$ cat src/rtl/frame_bram_arbiter.sv
// rtl/frame_bram_arbiter.sv - still-frame BRAM port owner and capture sequencer
//
// Owns the single BRAM port and shares it between the capture writer (VGA pixel
// stream), the display reader and the image-processing reader.
//
// Ports:
//   clock_i, reset_n_i          clock, synchronous active-low reset
//   capture_req_i, release_i    capture arm / discard pulses
//   hcount_i, vcount_i          raster position of pixel_in_i
//   pixel_in_i                  RGB332 pixel being scanned out
//   disp_rd_i, disp_addr_i      display read request (highest read priority)
//   disp_valid_o, disp_data_o   display read return
//   proc_req_i, proc_addr_i     processor read request, held until proc_gnt_o
//   proc_gnt_o                  processor address accepted this cycle
//   proc_valid_o, proc_data_o   processor read return
//   bram_addr_o, bram_din_o,
//   bram_we_o, bram_dout_i      BRAM port
//   state_o                     IDLE=0 ARMED=1 WRITING=2 FROZEN=3
//   frame_ready_o               high while a frozen frame is held
//   capture_done_o              one-cycle pulse on entering FROZEN
module frame_bram_arbiter #(
   parameter int H_ACTIVE     = 640,
   parameter int V_ACTIVE     = 400,
   parameter int FRAME_SIZE   = H_ACTIVE * V_ACTIVE,
   parameter int ADDR_W       = 18,
   parameter int READ_LATENCY = 2
) (
   input  logic              clock_i,
   input  logic              reset_n_i,
   input  logic              capture_req_i,
   input  logic              release_i,
   input  logic [10:0]       hcount_i,
   input  logic [9:0]        vcount_i,
   input  logic [7:0]        pixel_in_i,
   input  logic              disp_rd_i,
   input  logic [ADDR_W-1:0] disp_addr_i,
   output logic              disp_valid_o,
   output logic [7:0]        disp_data_o,
   input  logic              proc_req_i,
   input  logic [ADDR_W-1:0] proc_addr_i,
   output logic              proc_gnt_o,
   output logic              proc_valid_o,
   output logic [7:0]        proc_data_o,
   output logic [ADDR_W-1:0] bram_addr_o,
   output logic [7:0]        bram_din_o,
   output logic              bram_we_o,
   input  logic [7:0]        bram_dout_i,
   output logic [1:0]        state_o,
   output logic              frame_ready_o,
   output logic              capture_done_o
);

   typedef enum logic [1:0] {
      IDLE    = 2'd0,
      ARMED   = 2'd1,
      WRITING = 2'd2,
      FROZEN  = 2'd3
   } state_t;

   localparam logic [10:0]       H_LIM     = 11'(H_ACTIVE);
   localparam logic [9:0]        V_LIM     = 10'(V_ACTIVE);
   localparam logic [ADDR_W-1:0] LAST_ADDR = ADDR_W'(FRAME_SIZE - 1);

   state_t                  state_q, state_d;
   logic [ADDR_W-1:0]       wr_cnt_q, wr_cnt_d;
   logic [ADDR_W-1:0]       addr_hold_q;
   logic                    frame_ready_q;
   logic                    capture_done_q, capture_done_d;
   logic [READ_LATENCY-1:0] disp_sr_q, proc_sr_q;
   logic                    in_display;
   logic                    disp_issue, proc_issue;

   assign in_display = (hcount_i < H_LIM) && (vcount_i < V_LIM);
   assign disp_issue = (state_q == FROZEN) && disp_rd_i;
   assign proc_issue = (state_q == FROZEN) && proc_req_i && !disp_rd_i;

   always_comb begin
      state_d        = state_q;
      wr_cnt_d       = wr_cnt_q;
      capture_done_d = 1'b0;
      bram_we_o      = 1'b0;
      bram_addr_o    = addr_hold_q;
      bram_din_o     = '0;

      // release wins over any same-cycle capture_req
      if (release_i && (state_q != IDLE)) begin
         state_d  = IDLE;
         wr_cnt_d = '0;
      end else begin
         case (state_q)
            IDLE:    if (capture_req_i) state_d = ARMED;
            // starting in vertical blanking guarantees the first write is pixel (0,0)
            ARMED: begin
               if (vcount_i == V_LIM) begin
                  state_d  = WRITING;
                  wr_cnt_d = '0;
               end
            end
            WRITING: begin
               if (in_display) begin
                  if (wr_cnt_q == LAST_ADDR) begin
                     state_d        = FROZEN;
                     capture_done_d = 1'b1;
                  end else begin
                     wr_cnt_d = wr_cnt_q + ADDR_W'(1);
                  end
               end
            end
            FROZEN:  if (capture_req_i) state_d = ARMED;
            default: state_d = IDLE;
         endcase
      end

      // the port follows the current state; a release only takes effect at the edge
      case (state_q)
         WRITING: begin
            bram_we_o   = in_display;
            bram_addr_o = wr_cnt_q;
            bram_din_o  = pixel_in_i;
         end
         FROZEN: begin
            if (disp_rd_i)       bram_addr_o = disp_addr_i;
            else if (proc_req_i) bram_addr_o = proc_addr_i;
         end
         default: ;
      endcase
   end

   always_ff @(posedge clock_i) begin
      if (!reset_n_i) begin
         state_q        <= IDLE;
         wr_cnt_q       <= '0;
         addr_hold_q    <= '0;
         frame_ready_q  <= 1'b0;
         capture_done_q <= 1'b0;
         disp_sr_q      <= '0;
         proc_sr_q      <= '0;
      end else begin
         state_q        <= state_d;
         wr_cnt_q       <= wr_cnt_d;
         addr_hold_q    <= bram_addr_o;
         frame_ready_q  <= (state_d == FROZEN);
         capture_done_q <= capture_done_d;
         // in-flight reads keep draining across state changes
         disp_sr_q      <= (disp_sr_q << 1) | READ_LATENCY'(disp_issue);
         proc_sr_q      <= (proc_sr_q << 1) | READ_LATENCY'(proc_issue);
      end
   end

   assign proc_gnt_o     = proc_issue;
   assign disp_valid_o   = disp_sr_q[READ_LATENCY-1];
   assign proc_valid_o   = proc_sr_q[READ_LATENCY-1];
   assign disp_data_o    = disp_valid_o ? bram_dout_i : 8'd0;
   assign proc_data_o    = proc_valid_o ? bram_dout_i : 8'd0;
   assign state_o        = state_q;
   assign frame_ready_o  = frame_ready_q;
   assign capture_done_o = capture_done_q;

endmodule

$ cat config.mk
export PLATFORM = sky130hd
export DESIGN_NAME = frame_bram_arbiter
export DESIGN_NICKNAME = d
export VERILOG_FILES = /design/src/rtl/frame_bram_arbiter.sv
export SDC_FILE = /design/constraint.sdc
export NUM_CORES = 1
export LEC_CHECK = 0
export CORE_ASPECT_RATIO = 0.8
export CORE_MARGIN = 8
export CORE_UTILIZATION = 40
export DETAILED_ROUTE_END_ITERATION = 16
export HOLD_SLACK_MARGIN = 0.06
export PLACE_DENSITY = 0.88
export SLEW_MARGIN = 20
export SYNTH_ARGS = -nofsm -noshare
export SYNTH_HDL_FRONTEND = slang
export SYNTH_SLANG_ARGS = --single-unit
$ cat constraint.sdc
create_clock -name clock_i -period 6.5 [get_ports clock_i]
set_input_delay 1.3 -clock clock_i [delete_from_list [all_inputs] [get_ports clock_i]]
set_output_delay 1.3 -clock clock_i [all_outputs]
set_load 0.01 [all_outputs]
## Word-level counts from Yosys, hierarchy flattened

Cells that the tools add are included.

| storage, ports and cells | value |
|---|---|
| flip-flop bits (word level) | 44 |
| bits of input ports | 79 |
| output and inout port bits | 50 |
| logic and storage cells | 55 |

| cells by class | value |
|---|---|
| add/sub/neg operators | 1 |
| $lt $le $gt $ge | 2 |
| eq/ne operators | 9 |
| multiplexer cells | 18 |
| bitwise logic cells | 5 |
| reduce and logical (&&, ||, !) cells | 13 |

Operator list:

| cell | number |
|---|---|
| 2-to-1 mux 18 bit | 5 |
| case mux 18 bit (2 select lines) | 2 |
| 2-to-1 mux 8 bit | 3 |
| adder 18 x 1 -> 18 bit (second input constant) | 1 |
| == test 18 bit (second input constant) | 1 |
| less-than comparator 11 x 10 -> 1 bit (second input constant) | 1 |
| == test 10 x 9 -> 1 bit (second input constant) | 1 |
| less-than comparator 10 x 9 -> 1 bit (second input constant) | 1 |
| 2-to-1 mux 2 bit | 5 |
| == test 2 bit (second input constant) | 3 |
| != test 2 bit (second input constant) | 3 |
| case mux 2 bit (3 select lines) | 1 |
| logical AND 1 bit | 5 |
| OR 2 x 1 -> 2 bit | 2 |
| AND reduction 4 bit | 1 |
| nonzero test 2 bit | 2 |
| OR reduction 2 bit | 2 |
| OR reduction 4 bit | 1 |
| NOT 1 bit | 3 |
| == test 2 x 1 -> 1 bit (second input constant) | 1 |
| zero test 2 bit | 1 |
| 2-to-1 mux 1 bit | 2 |
| zero test 1 bit | 1 |

## Logic depth before layout (Yosys ltp)

| depth | value |
|---|---|
| depth in word-level cells | 6 |
| mapped depth | 9 |
| depth with buffers taken out | 7 |

## Least setup slack after synthesis

OpenSTA, ideal clock, no wires.

| path | value |
|---|---|
| path kind | input -> output |
| from | input proc_req_i |
| to | output bram_addr_o[10] |
| arrival time | 2649 ps |
| required time | 5200 ps |
| setup slack | 2551 ps |
| cell stages on the path | 4 |
| path buffers | 2 |
| cells stage by stage | clkbuf_1 clkbuf_1 mux2i_1 o21ai_0 |

| between the ends | value |
|---|---|
| longest elaborated chain between the ends | 3 |

Ends and longest elaborated chain:

| item | RTL line | source |
|---|---|---|
| start, declared | 39 | `input logic proc_req_i,` |
| 2-to-1 mux 18 bit | 123 | `else if (proc_req_i) bram_addr_o = proc_addr_i;` |
| 2-to-1 mux 18 bit | 122 | `if (disp_rd_i) bram_addr_o = disp_addr_i;` |
| case mux 18 bit (2 select lines) | 115 | `case (state_q)` |
| end, declared | 44 | `output logic [ADDR_W-1:0] bram_addr_o,` |

Every way passes these cells.

## Worst setup path after layout

| path | value |
|---|---|
| from | input disp_rd_i |
| to | output bram_addr_o[16] |

| between the ends | value |
|---|---|
| longest elaborated chain between the ends | 2 |

Ends and longest elaborated chain:

| item | RTL line | source |
|---|---|---|
| start, declared | 35 | `input logic disp_rd_i,` |
| 2-to-1 mux 18 bit | 122 |  |
| case mux 18 bit (2 select lines) | 115 |  |

Every way passes these cells.

==> results.txt <==
result of the run -> complete, no violations
clock tree from TritonCTS -> yes
number of violations reported at the end of detailed-routing iteration 0 -> 289
RSZ-0062 raised after global routing -> false
layout net count -> 491
post-cts hold buffer count -> 0
Remaining Overflow, GRT -> 0
total of buffers placed on input and output ports -> 121
Routed WL -> 8680 µm
synth top area cells -> sky130_fd_sc_hd__dfxtp_1 35%, sky130_fd_sc_hd__and2_1 11%, sky130_fd_sc_hd__mux2i_1 7.6%
clock network fraction of total power -> 34.7%
number of max-slew violations in the final report -> 0
Power Internal -> 0.440 mW
highest metal layer with signal wires -> met4
Net Count, Synth -> 378
part of the total power dissipated in sequential elements -> 47.9%
count of fill cells added during filler insertion -> 501
metal2 WL -> 3880 µm
max capacitance violation total -> 0
launching point of the worst reg2reg path -> state_o[1]$_SDFF_PN0_
number of antenna repair diodes -> 0
pre-CTS setup slack -> 1.57 ns
post-synthesis sequential area ratio -> 35.1%
pin count of the biggest net entering global routing -> 36
most numerous cell in the Yosys netlist -> sky130_fd_sc_hd__and2_1
first-pass detailed-route iteration total -> 5
Final Util -> 64.7%
area used by multi-input combinational logic -> 1520 µm²
FF-to-FF End -> wr_cnt_q[14]$_SDFFE_PP0P_
Chip Height -> 86.9 µm
Hold Worst Slack -> 0.442 ns
Core Rows -> 25
Max Clock Skew -> 0.00742 ns
Net Sw Power -> 0.133 mW
cell count after synthesis -> 294
insertion delay to the later sink of the worst-skew pair -> 0.29 ns
pwr dens -> 148 nW/µm²
via count -> 2812
number of primary I/O pins -> 129
transition time of the tightest slew-check pin -> 0.791 ns
DIE AREA -> 9090 µm²
half-perimeter wire length after placement -> 6510 µm
Clock transition at path regs -> 0.08 ns
Starting Density -> 42.0%
number of vias per cell after detailed routing -> 5.77
final hold violations -> 0
register bit count reported by yosys -> 44
setup slack of the worst register-to-register path -> 4.02 ns
number of cells on the worst reg-to-reg path -> 7
proportion of netlist area held by the largest area contributor -> 35.1%
Post-CTS Setup Inserts -> 0
beginning of the worst hold path -> proc_sr_q[0]$_SDFF_PN0_
detailed-routing wirelength on met1 -> 3910 µm
arrival time of the worst setup path -> 3.44 ns
area of the core region -> 5970 µm²
sort of element at the end of the critical path -> output port
number of antenna violations at the first check in global routing -> 0
post-synthesis async set-or-reset flop share -> 0%
post-synthesis to final-layout area growth -> 54.0%
area leader, netlist -> sky130_fd_sc_hd__dfxtp_1
count of yosys warnings during synthesis -> 0
Slew Limit Headroom -> 47.3%
residual DRC count -> 0
critical path start-end classification -> in -> out
chip width -> 105 µm
number of placed cells counting well taps -> 481
Hold Path Class -> reg -> reg
Hold Path End -> proc_sr_q[1]$_SDFF_PN0_
total standard cell area after synthesis -> 2510 µm²
Resized Gates After CTS -> 0
highest clock rate -> 0.211 GHz
leading cell types by count after synthesis -> 46 x sky130_fd_sc_hd__and2_1, 44 x sky130_fd_sc_hd__dfxtp_1, 27 x sky130_fd_sc_hd__o21ai_0
Overall Global Routing Usage -> 18.5%
final critical-path required period -> 4.74 ns
number of levels the H-tree was split into -> 2
syn avg cell area -> 8.54 µm²
via count of the first global-routing pass -> 2776
number of enable-type register cells in the synthesized netlist -> 0
TritonCTS buffer count -> 5
proportion of layout cells with a drive suffix above 1 -> 3.20%
Root Buffer -> sky130_fd_sc_hd__clkbuf_8
data required time of the worst path -> 5.20 ns
number of cells in the finished layout apart from fillers -> 487
drt wl/cell -> 17.8 µm
Storage cell area -> 881 µm²
number of nets with antenna violations after detailed routing -> 0
Critical Path Start Type -> primary input
Worst IR Drop VDD -> 0.107 mV
crit path setup slack, layout -> 1.76 ns
worst-path fanout max -> 18
fraction of the cycle the final worst path needs -> 72.9%
clock sink count -> 44
number of library cell types mapped by synthesis -> 40
setup violators final -> 0
Hold Path Stages -> 1
dominant synthesized flop cell -> sky130_fd_sc_hd__dfxtp_1
setup tns final -> 0 ns
switching fraction of total power -> 23.3%
power share of the combinational group -> 17.3%
final RePlAce weighted congestion -> 0.795
met3 WL post-DR -> 805 µm
maximum root-to-sink buffer count -> 2
global-route wire length before repair -> 14000 µm
leakage power of the design -> 1.37 nW
-- logic make-up after synthesis --
kind of cell / Yosys count / share of synthesized area, %
fa+ha+maj: 5 / 2.49
compound gates: 82 / 22.7
buf+inv: 29 / 4.63
mux: 19 / 7.57
simple gates: 115 / 27.5
flops: 44 / 35.1
-- stage by stage --
stage          total power, mW  instance area [µm²]
6_report                 0.573                 3870
5_1_grt                  0.597                 3870
4_1_cts                  0.575                 3870
3_5_place_dp             0.379                 3770
3_3_place_gp             0.376                 3770
2_1_floorplan            0.321                 2510
-- power by group through the flow --
stage                     logic [mW]  registers (mW)  clock network [mW]
after floorplan               0.0396           0.282                   0
final                         0.0993           0.275               0.199
after detailed placement      0.0984           0.281                   0
after global routing           0.107           0.275               0.215
after global placement        0.0953           0.281                   0
after CTS                     0.0997           0.274               0.201
-- metal layers --
metal	vias up	GRT usage [%]
met1	1315	23.0
li1	1343	-
met4	0	4.26
met5	-	0
met3	9	6.36
met2	145	30.3
-- sequential cells by signal, summed over array words and instances (netlist names) --
| signal | count |
|---|---|
| addr_hold_q | 18 |
| wr_cnt_q | 18 |
| disp_sr_q | 2 |
| proc_sr_q | 2 |
| state_o | 2 |
| capture_done_o | 1 |
| frame_ready_o | 1 |
-- worst max-delay path: stages --
cell and delay (ns):
sky130_fd_sc_hd__clkdlybuf4s50_1 0.47, sky130_fd_sc_hd__and2_1 0.64, sky130_fd_sc_hd__a222oi_1 0.19, sky130_fd_sc_hd__o21ai_0 0.19
sky130_fd_sc_hd__clkdlybuf4s50_1 0.64
-- worst max-delay path by stage --
stage	from	end	slack [ns]	cells past startpoint
global route	vcount_i[4]	bram_we_o	1.70	5
CTS	proc_req_i	bram_addr_o[5]	1.56	4
floorplan	proc_req_i	bram_addr_o[10]	2.55	4
detailed placement	proc_req_i	bram_addr_o[5]	1.57	4
finish	disp_rd_i	bram_addr_o[16]	1.76	5
global placement	proc_req_i	bram_addr_o[16]	1.62	4
-- area by class of cell --
type	count	share of cell area, %
Clock buffer	5	1.78
Clock inverter	1	0.777
Inverter	12	1.17
Multi-Input combinational cell	221	39.3
Sequential cell	44	22.8
Tap cell	81	2.62
Timing Repair Buffer	123	31.6
-- cell usage in the layout, fill, tap and decap left out, drive strengths merged, types with 2 or more instances in the layout --
cell type,netlist,routed
nor4,2,2
a222oi,18,18
and2,46,46
clkdlybuf4s50,0,120
nor3,3,3
buf,2,3
o21ai,28,28
a211o,2,2
a21oi,17,17
a2111oi,2,2
nand4,6,6
or4b,3,3
inv,12,12
nand3,9,9
o41ai,2,2
nand2b,4,4
clkbuf,15,5
nand2,12,12
nor2,8,8
dfxtp,44,44
mux2i,19,19
or3,6,6
o31ai,8,8
and4,3,3
or4,7,7
ha,5,5
and3,2,2
(Power assumes the default switching activity.)
